===== src/rtl/aurora_adc_frame_parser_pkg.sv =====
// Shared types and derived-size helpers for the Aurora ADC frame parser.
// Frame layout: beat 0 carries header A, beat N carries header B in its high half.
package aurora_parser_pkg;

  typedef enum logic {
    ALIGNED = 1'b0,
    HUNT    = 1'b1
  } parser_state_e;

  // Minimum of 1 so an index never collapses to a zero-width vector.
  function automatic int clog2(input int v);
    int r;
    r = 0;
    while ((1 << r) < v) r++;
    return (r < 1) ? 1 : r;
  endfunction

  function automatic int frame_beats(input int n);
    return 2 * n + 1;
  endfunction

  function automatic int adc_per_frame(input int n);
    return 2 * n;
  endfunction

  localparam int ADC_PER_SUB_DEF = 4;
  localparam int FRAME_BEATS     = frame_beats(ADC_PER_SUB_DEF);
  localparam int ADC_PER_FRAME   = adc_per_frame(ADC_PER_SUB_DEF);

endpackage


===== src/rtl/aurora_adc_frame_parser_if.sv =====
// Stream-in / parsed-words-out bundle for the Aurora ADC frame parser.
// slave = parser side, master = source/sink side.
interface aurora_adc_frame_parser_if
  import aurora_parser_pkg::*;
#(
  parameter int DATA_WD = 128,
  parameter int HEAD_WD = DATA_WD / 2,
  parameter int IDX_WD  = clog2(ADC_PER_FRAME),
  parameter int CNT_WD  = 16
);
  logic [DATA_WD-1:0]   s_axis_tdata;
  logic [DATA_WD/8-1:0] s_axis_tkeep;
  logic                 s_axis_tvalid;
  logic                 s_axis_tlast;

  logic                 head_vld;
  logic [HEAD_WD-1:0]   head_data;
  logic                 head_idx;
  logic                 adc_vld;
  logic [DATA_WD-1:0]   adc_data;
  logic [IDX_WD-1:0]    adc_idx;
  logic                 adc_last;
  logic                 frame_err;
  logic [CNT_WD-1:0]    err_cnt;
  logic [CNT_WD-1:0]    frame_cnt;
  logic                 locked;

  modport slave (
    input  s_axis_tdata, s_axis_tkeep, s_axis_tvalid, s_axis_tlast,
    output head_vld, head_data, head_idx, adc_vld, adc_data, adc_idx,
           adc_last, frame_err, err_cnt, frame_cnt, locked
  );

  modport master (
    output s_axis_tdata, s_axis_tkeep, s_axis_tvalid, s_axis_tlast,
    input  head_vld, head_data, head_idx, adc_vld, adc_data, adc_idx,
           adc_last, frame_err, err_cnt, frame_cnt, locked
  );
endinterface


===== src/rtl/aurora_adc_frame_parser_sat_counter.sv =====
// Event counter with synchronous clear; SATURATE selects stick-at-max vs wrap.
module aurora_sat_counter #(
  parameter int WD       = 16,
  parameter bit SATURATE = 1'b1
) (
  input  logic          clk,
  input  logic          rst,
  input  logic          clr,
  input  logic          inc,
  output logic [WD-1:0] cnt
);
  logic [WD-1:0] cnt_q;

  always_ff @(posedge clk or posedge rst) begin
    if (rst)
      cnt_q <= '0;
    else if (clr)
      cnt_q <= '0;
    else if (inc && !(SATURATE && (&cnt_q)))
      cnt_q <= cnt_q + 1'b1;
  end

  assign cnt = cnt_q;
endmodule


===== src/rtl/aurora_adc_frame_parser.sv =====
// Splits a 2N+1 beat Aurora frame into two half-width headers and 2N ADC words,
// checking tlast/tkeep framing and re-locking on tlast after an error.
module aurora_adc_frame_parser
  import aurora_parser_pkg::*;
#(
  parameter int DATA_WD       = 128,
  parameter int HEAD_WD       = DATA_WD / 2,
  parameter int ADC_PER_SUB   = ADC_PER_SUB_DEF,
  parameter bit CHECK_FRAMING = 1'b1,
  parameter bit RESYNC_EN     = 1'b1,
  parameter int ERR_CNT_WD    = 16
) (
  input  logic clk,
  input  logic rst,
  input  logic cfg_rst,
  aurora_adc_frame_parser_if.slave bus
);
  localparam int N_ADC   = adc_per_frame(ADC_PER_SUB);
  localparam int K_WD    = clog2(frame_beats(ADC_PER_SUB));
  localparam int IDX_WD  = clog2(N_ADC);
  localparam int KEEP_WD = DATA_WD / 8;
  localparam logic [K_WD-1:0] K_HDRB = K_WD'(ADC_PER_SUB);
  localparam logic [K_WD-1:0] K_LAST = K_WD'(N_ADC);

  parser_state_e       state;
  logic [K_WD-1:0]     k;
  logic [DATA_WD-1:0]  d1;
  logic                beat, aligned, at_last, err_beat, good, frame_inc;
  logic [K_WD-1:0]     k_nxt;
  logic [ERR_CNT_WD-1:0] err_cnt, frame_cnt;

  always_comb begin
    beat      = bus.s_axis_tvalid & ~cfg_rst;   // clear beats a concurrent beat
    aligned   = (state == ALIGNED);
    at_last   = (k == K_LAST);
    err_beat  = 1'b0;
    if (CHECK_FRAMING)
      err_beat = beat & aligned &
                 ((bus.s_axis_tlast != at_last) | (bus.s_axis_tkeep != {KEEP_WD{1'b1}}));
    good      = beat & aligned & ~err_beat;
    frame_inc = good & at_last;
    k_nxt     = at_last ? '0 : k + K_WD'(1);
  end

  always_ff @(posedge clk or posedge rst) begin
    if (rst) begin
      state         <= ALIGNED;
      k             <= '0;
      d1            <= '0;
      bus.head_vld  <= 1'b0;
      bus.head_data <= '0;
      bus.head_idx  <= 1'b0;
      bus.adc_vld   <= 1'b0;
      bus.adc_data  <= '0;
      bus.adc_idx   <= '0;
      bus.adc_last  <= 1'b0;
      bus.frame_err <= 1'b0;
      bus.locked    <= 1'b1;
    end else if (cfg_rst) begin
      state         <= ALIGNED;
      k             <= '0;
      d1            <= '0;
      bus.head_vld  <= 1'b0;
      bus.head_data <= '0;
      bus.head_idx  <= 1'b0;
      bus.adc_vld   <= 1'b0;
      bus.adc_data  <= '0;
      bus.adc_idx   <= '0;
      bus.adc_last  <= 1'b0;
      bus.frame_err <= 1'b0;
      bus.locked    <= 1'b1;
    end else begin
      bus.head_vld  <= 1'b0;
      bus.adc_vld   <= 1'b0;
      bus.adc_last  <= 1'b0;
      bus.frame_err <= err_beat;
      if (beat) begin
        d1 <= bus.s_axis_tdata;
        if (!aligned) begin
          // the tlast that ends the hunt is consumed, next beat is header A
          if (bus.s_axis_tlast) begin
            state      <= ALIGNED;
            k          <= '0;
            bus.locked <= 1'b1;
          end
        end else if (err_beat && RESYNC_EN) begin
          state      <= HUNT;
          k          <= '0;
          bus.locked <= 1'b0;
        end else begin
          k <= k_nxt;
        end
      end
      if (good) begin
        if (k == '0) begin
          bus.head_vld  <= 1'b1;
          bus.head_idx  <= 1'b0;
          bus.head_data <= bus.s_axis_tdata[HEAD_WD-1:0];
        end
        if (k == K_HDRB) begin
          bus.head_vld  <= 1'b1;
          bus.head_idx  <= 1'b1;
          bus.head_data <= bus.s_axis_tdata[DATA_WD-1:HEAD_WD];
        end
        if (k != '0) begin
          // first sub-frame words straddle beats by half a word
          bus.adc_vld  <= 1'b1;
          bus.adc_idx  <= IDX_WD'(k - K_WD'(1));
          bus.adc_data <= (k <= K_HDRB) ?
                          {bus.s_axis_tdata[HEAD_WD-1:0], d1[DATA_WD-1:HEAD_WD]} :
                          bus.s_axis_tdata;
          bus.adc_last <= at_last;
        end
      end
    end
  end

  aurora_sat_counter #(.WD(ERR_CNT_WD), .SATURATE(1'b1)) u_err_cnt (
    .clk (clk), .rst (rst), .clr (cfg_rst), .inc (err_beat), .cnt (err_cnt)
  );

  aurora_sat_counter #(.WD(ERR_CNT_WD), .SATURATE(1'b0)) u_frame_cnt (
    .clk (clk), .rst (rst), .clr (cfg_rst), .inc (frame_inc), .cnt (frame_cnt)
  );

  assign bus.err_cnt   = err_cnt;
  assign bus.frame_cnt = frame_cnt;
endmodule


===== src/flat_wrapper.sv =====
// flat-port wrapper written by rule: the top's interface ports become plain ports
module aurora_adc_frame_parser_flat import aurora_parser_pkg::*;
#(
  parameter int DATA_WD       = 128,
  parameter int HEAD_WD       = DATA_WD / 2,
  parameter int ADC_PER_SUB   = ADC_PER_SUB_DEF,
  parameter bit CHECK_FRAMING = 1'b1,
  parameter bit RESYNC_EN     = 1'b1,
  parameter int ERR_CNT_WD    = 16
)
  (clk, rst, cfg_rst, bus_s_axis_tdata, bus_s_axis_tkeep, bus_s_axis_tvalid, bus_s_axis_tlast, bus_head_vld, bus_head_data, bus_head_idx, bus_adc_vld, bus_adc_data, bus_adc_idx, bus_adc_last, bus_frame_err, bus_err_cnt, bus_frame_cnt, bus_locked);
  aurora_adc_frame_parser_if #(.DATA_WD(DATA_WD), .HEAD_WD(HEAD_WD), .IDX_WD((3)), .CNT_WD((16))) bus_i ();
  input  logic clk;
  input  logic rst;
  input  logic cfg_rst;
  input wire logic [$bits(bus_i.s_axis_tdata)-1:0] bus_s_axis_tdata;
  input wire logic [$bits(bus_i.s_axis_tkeep)-1:0] bus_s_axis_tkeep;
  input wire logic [$bits(bus_i.s_axis_tvalid)-1:0] bus_s_axis_tvalid;
  input wire logic [$bits(bus_i.s_axis_tlast)-1:0] bus_s_axis_tlast;
  output wire logic [$bits(bus_i.head_vld)-1:0] bus_head_vld;
  output wire logic [$bits(bus_i.head_data)-1:0] bus_head_data;
  output wire logic [$bits(bus_i.head_idx)-1:0] bus_head_idx;
  output wire logic [$bits(bus_i.adc_vld)-1:0] bus_adc_vld;
  output wire logic [$bits(bus_i.adc_data)-1:0] bus_adc_data;
  output wire logic [$bits(bus_i.adc_idx)-1:0] bus_adc_idx;
  output wire logic [$bits(bus_i.adc_last)-1:0] bus_adc_last;
  output wire logic [$bits(bus_i.frame_err)-1:0] bus_frame_err;
  output wire logic [$bits(bus_i.err_cnt)-1:0] bus_err_cnt;
  output wire logic [$bits(bus_i.frame_cnt)-1:0] bus_frame_cnt;
  output wire logic [$bits(bus_i.locked)-1:0] bus_locked;
  assign bus_i.s_axis_tdata = bus_s_axis_tdata;
  assign bus_i.s_axis_tkeep = bus_s_axis_tkeep;
  assign bus_i.s_axis_tvalid = bus_s_axis_tvalid;
  assign bus_i.s_axis_tlast = bus_s_axis_tlast;
  assign bus_head_vld = bus_i.head_vld;
  assign bus_head_data = bus_i.head_data;
  assign bus_head_idx = bus_i.head_idx;
  assign bus_adc_vld = bus_i.adc_vld;
  assign bus_adc_data = bus_i.adc_data;
  assign bus_adc_idx = bus_i.adc_idx;
  assign bus_adc_last = bus_i.adc_last;
  assign bus_frame_err = bus_i.frame_err;
  assign bus_err_cnt = bus_i.err_cnt;
  assign bus_frame_cnt = bus_i.frame_cnt;
  assign bus_locked = bus_i.locked;
  aurora_adc_frame_parser #(.DATA_WD(DATA_WD), .HEAD_WD(HEAD_WD), .ADC_PER_SUB(ADC_PER_SUB), .CHECK_FRAMING(CHECK_FRAMING), .RESYNC_EN(RESYNC_EN), .ERR_CNT_WD(ERR_CNT_WD)) u_core (.clk(clk), .rst(rst), .cfg_rst(cfg_rst), .bus(bus_i));
endmodule

===== config.mk =====
export PLATFORM = sky130hd
export DESIGN_NAME = aurora_adc_frame_parser_flat
export DESIGN_NICKNAME = d
export VERILOG_FILES = /design/src/rtl/aurora_adc_frame_parser_pkg.sv /design/src/rtl/aurora_adc_frame_parser_if.sv /design/src/rtl/aurora_adc_frame_parser_sat_counter.sv /design/src/rtl/aurora_adc_frame_parser.sv /design/src/flat_wrapper.sv
export SDC_FILE = /design/constraint.sdc
export NUM_CORES = 1
export LEC_CHECK = 0
export CELL_PAD_IN_SITES_DETAIL_PLACEMENT = 0
export CELL_PAD_IN_SITES_GLOBAL_PLACEMENT = 1
export CORE_UTILIZATION = 38
export CTS_CLUSTER_SIZE = 12
export DETAILED_ROUTE_END_ITERATION = 16
export GPL_TIMING_DRIVEN = 0
export PLACE_DENSITY = 0.83
export SYNTH_ARGS = -nofsm -noshare
export SYNTH_HDL_FRONTEND = slang
export SYNTH_SLANG_ARGS = --single-unit

===== constraint.sdc =====
create_clock -name clk -period 11.5 [get_ports clk]
set_clock_uncertainty 0.05 [all_clocks]
set_input_delay 2.3 -clock clk [delete_from_list [all_inputs] [get_ports clk]]
set_output_delay 2.3 -clock clk [all_outputs]
set_load 0.03 [all_outputs]

==> flow_summary.ini, run 1 <==
[job]
max_cap_viol_count = 0

[routing]
drt_wl_total_mm = 53.1
firstDrtPassIters = 5
drc = 0
drt_iter0_drc = 854
wl_per_cell_um = 23.0
num_vias = 12800
via_per_inst = 5.53
ant_nets = 0

[clock_tree]
cts_made_buffers = 36
cts_max_path_buffers = 3
ctsHoldBuffers = 0
cts_setup_buffers = 0
cts_tree = done
clk_pin_slew_worst_paths_ps = 50
insertion_delay_ps = 510
htree_num_levels = 2
post_cts_resized = 0
root_buffer = clkbuf_16
cts.sinks = 302

[floorplan]
start_util_pct = 38.4
die_h_um = 200
placementRows = 72
core_mm2 = 0.0386
ios = 382
fp.dieArea_mm2 = 0.0399
fp.dieW_um = 200

[finish]
syn_to_final_growth_pct = 37.9
final_area_mm2 = 0.0205
nets = 1919
drive_gt1_share_pct = 14.8
post-route-util_pct = 53.0

[power]
power_leakage_uw = 0.00931
pwr-share-clk_pct = 44.9
p_switching_uw = 615
combPwrFrac_pct = 10.2
p_sw_share_pct = 25.4
power_per_cell_area_mw_per_mm2 = 118
power_frac_seq_pct = 44.9
ir_worst_vdd_mv = 0.0840
p_int_uw = 1810

[synth]
synth_edf_count = 0
ys_types = 52
ys.flop_type = dfrtp_1
synth_area_mm2 = 0.0149
syn_area_per_cell_um2 = 11.0
ys_warn_count = 0
synth_seq_cells = 302
synthesis.nets = 1500
ys_seq_area_share_pct = 50.9
async_flop_share_pct = 100
syn_inst = 1347

[timing]
layout_setup_ws_ps = 6370
hold_viol = 0
whs_ps = 453
max_freq_mhz = 195
grt_setup_unrepaired = false
period_share_pct = 44.6
setup_violations = 0
period_minus_slack_ps = 5130
max_slew_margin_pct = 27.9
maxSlewViolCount = 0
worst_pin_slew_ps = 1080

[placement]
gp_congestion = 0.866
port_buffers = 379
post-dp-hpwl_mm = 38.8
postPlaceCellArea_mm2 = 0.0194
dp_slack_ps = 5900

[critical_path]
worstSetupEndpointType = register
path_cells = clkdlybuf4s50_1 > nand4_1 > nor4_2 > nand3_2 > clkbuf_1 > buf_2 > o31ai_1 > a21oi_1
cp_slowest_cell = nor4_2
slowest_delay_ps = 670
rr_worst_depth = 8
worst_ep_arrival_time_ps = 5420
startpoint_type = input pin
crit_required_ps = 11790
critical_path.top_delay_family = buffers and inverters
cp_num_buf_inv = 3
path_class = in -> reg
cp.depth = 8
regToRegSetupSlack_ps = 7950
crit_fanout = 10

[global_route]
grt_antenna_before_repair = 6
grt_pass1_wl_mm = 78.9
grt_pass1_vias = 12900
grt_use_total_pct = 26.2
grt_max_degree = 120
gr-total-overflow = 0

[min_path]
hp-class = reg -> reg
holdPathStages = 2

[run_status]
status = complete, no violations
[power by group through the flow]
stage | Sequential, µW | Clock, µW | Combinational (µW)
2_1_floorplan | 1110 | 0 | 120
3_3_place_gp | 1110 | 0 | 241
3_5_place_dp | 1110 | 0 | 247
4_1_cts | 1090 | 1100 | 247
5_1_grt | 1090 | 1150 | 268
6_report | 1090 | 1090 | 247
[Yosys cell counts (all sizes together), types with 5 or more instances]
cell    instances  area, µm²
o21ai          82        516
nor3          134        682
mux2i         258       2580
or3             8       50.1
nand4          18        113
dfrtp         301       7530
nand3          80        405
buf            63        423
or4            13        105
clkbuf         61        229
nor2           82        308
o31ai          10       75.1
nand2          23       86.3
inv             9       33.8
a31o          130       1140
nor4            5       37.5
a21oi          25        125
[worst min-delay path: cells and delay by family, from the launching register on]
| kind | cells | cell delay (ps) |
|---|---|---|
| flip-flops | 1 | 340 |
| AND/OR/NAND/NOR | 1 | 80 |
| AO/OA/AOI/OAI | 1 | 60 |
[cell type report]
class | instances | area (µm²)
clock inverter | 8 | 42.5
buffer | 124 | 652
fill | 3415 | 18200
inverter | 9 | 41.3
timing repair buffer | 381 | 3850
clock buffer | 52 | 1060
multi-input combinational | 912 | 6610
sequential | 302 | 7560
tap | 518 | 648
antenna | 6 | 15.0
[through the flow]
stage,total power (µW),std cells,setup TNS [ps]
floorplan,1230,1347,0
global placement,1350,2244,-971100
detailed placement,1350,2246,0
CTS,2440,2306,0
global route,2510,2312,0
finish,2420,2312,0
[routing by layer]
metal  routed length (µm)  vias up  GRT usage, %
li1                     -     5844             -
met1                23400     6391          36.0
met2                24500      431          40.9
met3                 3010      112          4.44
met4                 2200        0          11.3
met5                    0        -             0
[cell usage in the layout (no fill, tap or decap), types with 3 or more instances in the layout]
cell type	count
o21ai_0	15
or4_1	11
nor2_1	82
diode_2	6
nor4_1	4
clkdlybuf4s50_1	379
nor2b_1	3
buf_6	20
dfrtp_1	301
a31o_2	120
o21a_1	3
a21oi_1	25
clkbuf_1	68
a31o_1	10
buf_1	18
or3_1	8
nand4_1	18
clkinv_2	7
nand2_1	23
o31ai_1	10
mux2i_1	258
ha_1	4
o21ai_1	39
clkbuf_8	8
mux2_2	3
nor3_1	133
and2_1	4
nand3_1	79
buf_2	23
clkbuf_16	37
o21ai_2	28
inv_1	7
[state kept, by name, summed over array words and instances (netlist names)]
name	count
u_core.bus.adc_last	1
u_core.u_err_cnt.cnt	16
u_core.bus.locked	1
u_core.bus.head_data	64
u_core.bus.frame_err	1
u_core.bus.head_vld	1
u_core.bus.head_idx	1
u_core.d1	64
u_core.bus.adc_idx	3
u_core.k	4
u_core.state	1
u_core.bus.adc_vld	1
u_core.u_frame_cnt.cnt	16
u_core.bus.adc_data	128
[path summary, 6_finish.rpt]
check,start,end
worst min register to register,u_core.bus.head_data[44],u_core.bus.head_data[44]
max in group asynchronous,rst,u_core.bus.adc_data[62]
worst max-delay path,bus_s_axis_tkeep[14],u_core.u_frame_cnt.cnt[13]
min in group asynchronous,rst,u_core.bus.head_data[24]
worst min-delay path,u_core.bus.head_data[44],u_core.bus.head_data[44]
worst max register to register,u_core.k[0],u_core.bus.adc_data[85]
[cell families after synthesis]
| logic type | count (synthesis) | share of synthesized area [%] |
|---|---|---|
| buffers and inverters | 133 | 4.62 |
| DFF | 302 | 50.9 |
| adders and majority gates | 4 | 0.337 |
| and+or+nand+nor | 379 | 12.8 |
| muxes | 261 | 17.6 |
| AOI/OAI and AO/OA | 263 | 13.3 |
| xor gates and xnor gates | 5 | 0.396 |
No activity file was read; power rests on OpenSTA's default activity.
==> run 2, diff against run 1 <==
- CORE_UTILIZATION: 38 -> 35
- PLACE_DENSITY: 0.83 -> 0.81
- clock period: 11.5 -> 4.4 ns (I/O delays scaled with it)
==> flow_summary.ini, run 2 (synthesis gave the netlist of run 1 again) <==
[run_status]
status = complete, no violations

[global_route]
grt_max_degree = 41
grt_pass1_vias = 13300
grt_use_total_pct = 24.8
gr-total-overflow = 0
grt_antenna_before_repair = 7
grt_pass1_wl_mm = 82.2

[clock_tree]
insertion_delay_ps = 550
cts_max_path_buffers = 3
htree_num_levels = 2
cts_tree = done
root_buffer = clkbuf_16
cts.sinks = 302
cts_setup_buffers = 0
post_cts_resized = 0
cts_made_buffers = 37
clk_pin_slew_worst_paths_ps = 60
ctsHoldBuffers = 0

[finish]
top_register = u_core.bus.adc_data
final_area_mm2 = 0.0208
syn_to_final_growth_pct = 39.9
final_common_cell = clkdlybuf4s50_1
final_cell_mix = clkdlybuf4s50_1, dfrtp_1, mux2i_1
reg_top3 = u_core.bus.adc_data: 128 flops, u_core.bus.head_data: 64 flops, u_core.d1: 64 flops
nets = 1927
drive_gt1_share_pct = 15.3
fin_cells = 2343
largest_reg_flops = 128

[floorplan]
start_util_pct = 35.4
placementRows = 75
ios = 382
die_h_um = 208
fp.dieW_um = 208
fp.dieArea_mm2 = 0.0433
core_mm2 = 0.0419

[power]
ir_worst_vdd_mv = 0.237
p_switching_uw = 1650
power_frac_seq_pct = 42.6
power_per_cell_area_mw_per_mm2 = 321
power_leakage_uw = 0.00943
p_int_uw = 5020
combPwrFrac_pct = 9.9
power.total_uw = 6670
p_sw_share_pct = 24.7
pwr-share-clk_pct = 47.5

[routing]
ant_nets = 0
drt_iter0_drc = 656
num_vias = 12800
firstDrtPassIters = 5
drt_wl_total_mm = 53.7
via_per_inst = 5.47
wl_per_cell_um = 22.9
drc = 0

[timing]
setup_violations = 0
max_slew_margin_pct = 28.8
period_share_pct = 82.4
grt_setup_unrepaired = false
worst_pin_slew_ps = 1070
period_minus_slack_ps = 3630
maxSlewViolCount = 0
max_freq_mhz = 276
hold_viol = 0
whs_ps = 451

[critical_path]
path_class = in -> reg
crit_required_ps = 4740
worst_ep_arrival_time_ps = 3960
worstSetupEndpointType = register
crit_fanout = 10
startpoint_type = input pin

[placement]
dpl.cell_count = 2274
postPlaceCellArea_mm2 = 0.0195
gp_congestion = 0.888
post-dp-hpwl_mm = 40.4
port_buffers = 379

[job]
max_cap_viol_count = 0

[min_path]
hp-class = reg -> reg
-- run 2: cell count changes in the layout (fill, tap and decap cells not counted), sizes merged --
cell / previous run / this run
clkinv: 7 / 6
buf: 65 / 72
diode: 6 / 5
clkbuf: 113 / 114
bufinv: 0 / 4
-- run 2: cell type report --
class | count | area (µm²)
fillers | 3806 | 21200
flip-flops and latches | 302 | 7560
multi-input cells | 912 | 6610
repair buffers | 388 | 3980
clock buffers | 53 | 1090
well taps | 539 | 674
plain buffers | 124 | 652
clock inverters | 11 | 163
inverters | 9 | 37.5
diodes | 5 | 12.5
-- run 2: final timing paths --
path	from	end	slack, ps	cells past startpoint
min	u_core.bus.adc_data[88]	u_core.bus.adc_data[88]	450	1
min in group asynchronous	rst	u_core.bus.adc_data[21]	740	2
max reg2reg	u_core.k[0]	u_core.bus.adc_data[81]	890	8
max in group asynchronous	rst	u_core.bus.adc_data[6]	2470	5
min reg2reg	u_core.bus.adc_data[88]	u_core.bus.adc_data[88]	450	1
max	bus_s_axis_tkeep[14]	u_core.u_frame_cnt.cnt[11]	770	8
-- run 2: critical path, stage by stage --
cell and delay [ps]:
clkdlybuf4s50_1 460, nand4_1 160, nor4_2 660, nand3_2 450, clkbuf_1 580, buf_2 390
o31ai_1 270, a21oi_1 100
-- run 2: power groups by stage --
stage / combinational [µW] / clock, µW / sequential [µW]
after detailed placement: 662 / 0 / 2890
after CTS: 664 / 3230 / 2840
after floorplan: 314 / 0 / 2890
after global routing: 721 / 3340 / 2840
final: 659 / 3170 / 2840
after global placement: 632 / 0 / 2890
-- run 2: routing by layer --
metal  vias to the layer above  wire, µm  global-route usage, %
li1                       5881         -                      -
met1                      6403     23100                   32.1
met2                       444     25700                   41.0
met3                        86      3170                   4.63
met4                         4      1660                   9.60
met5                         -        23                      0
-- run 2: stage by stage --
| stage | setup TNS (ps) | setup slack [ps] | util, % |
|---|---|---|---|
| global placement | -867530 | -2920 | 46.1 |
| global route | 0 | 557 | 49.5 |
| floorplan | -163810 | -544 | - |
| detailed placement | 0 | 202 | 46.5 |
| CTS | 0 | 755 | 49.5 |
| finish | 0 | 773 | 49.5 |
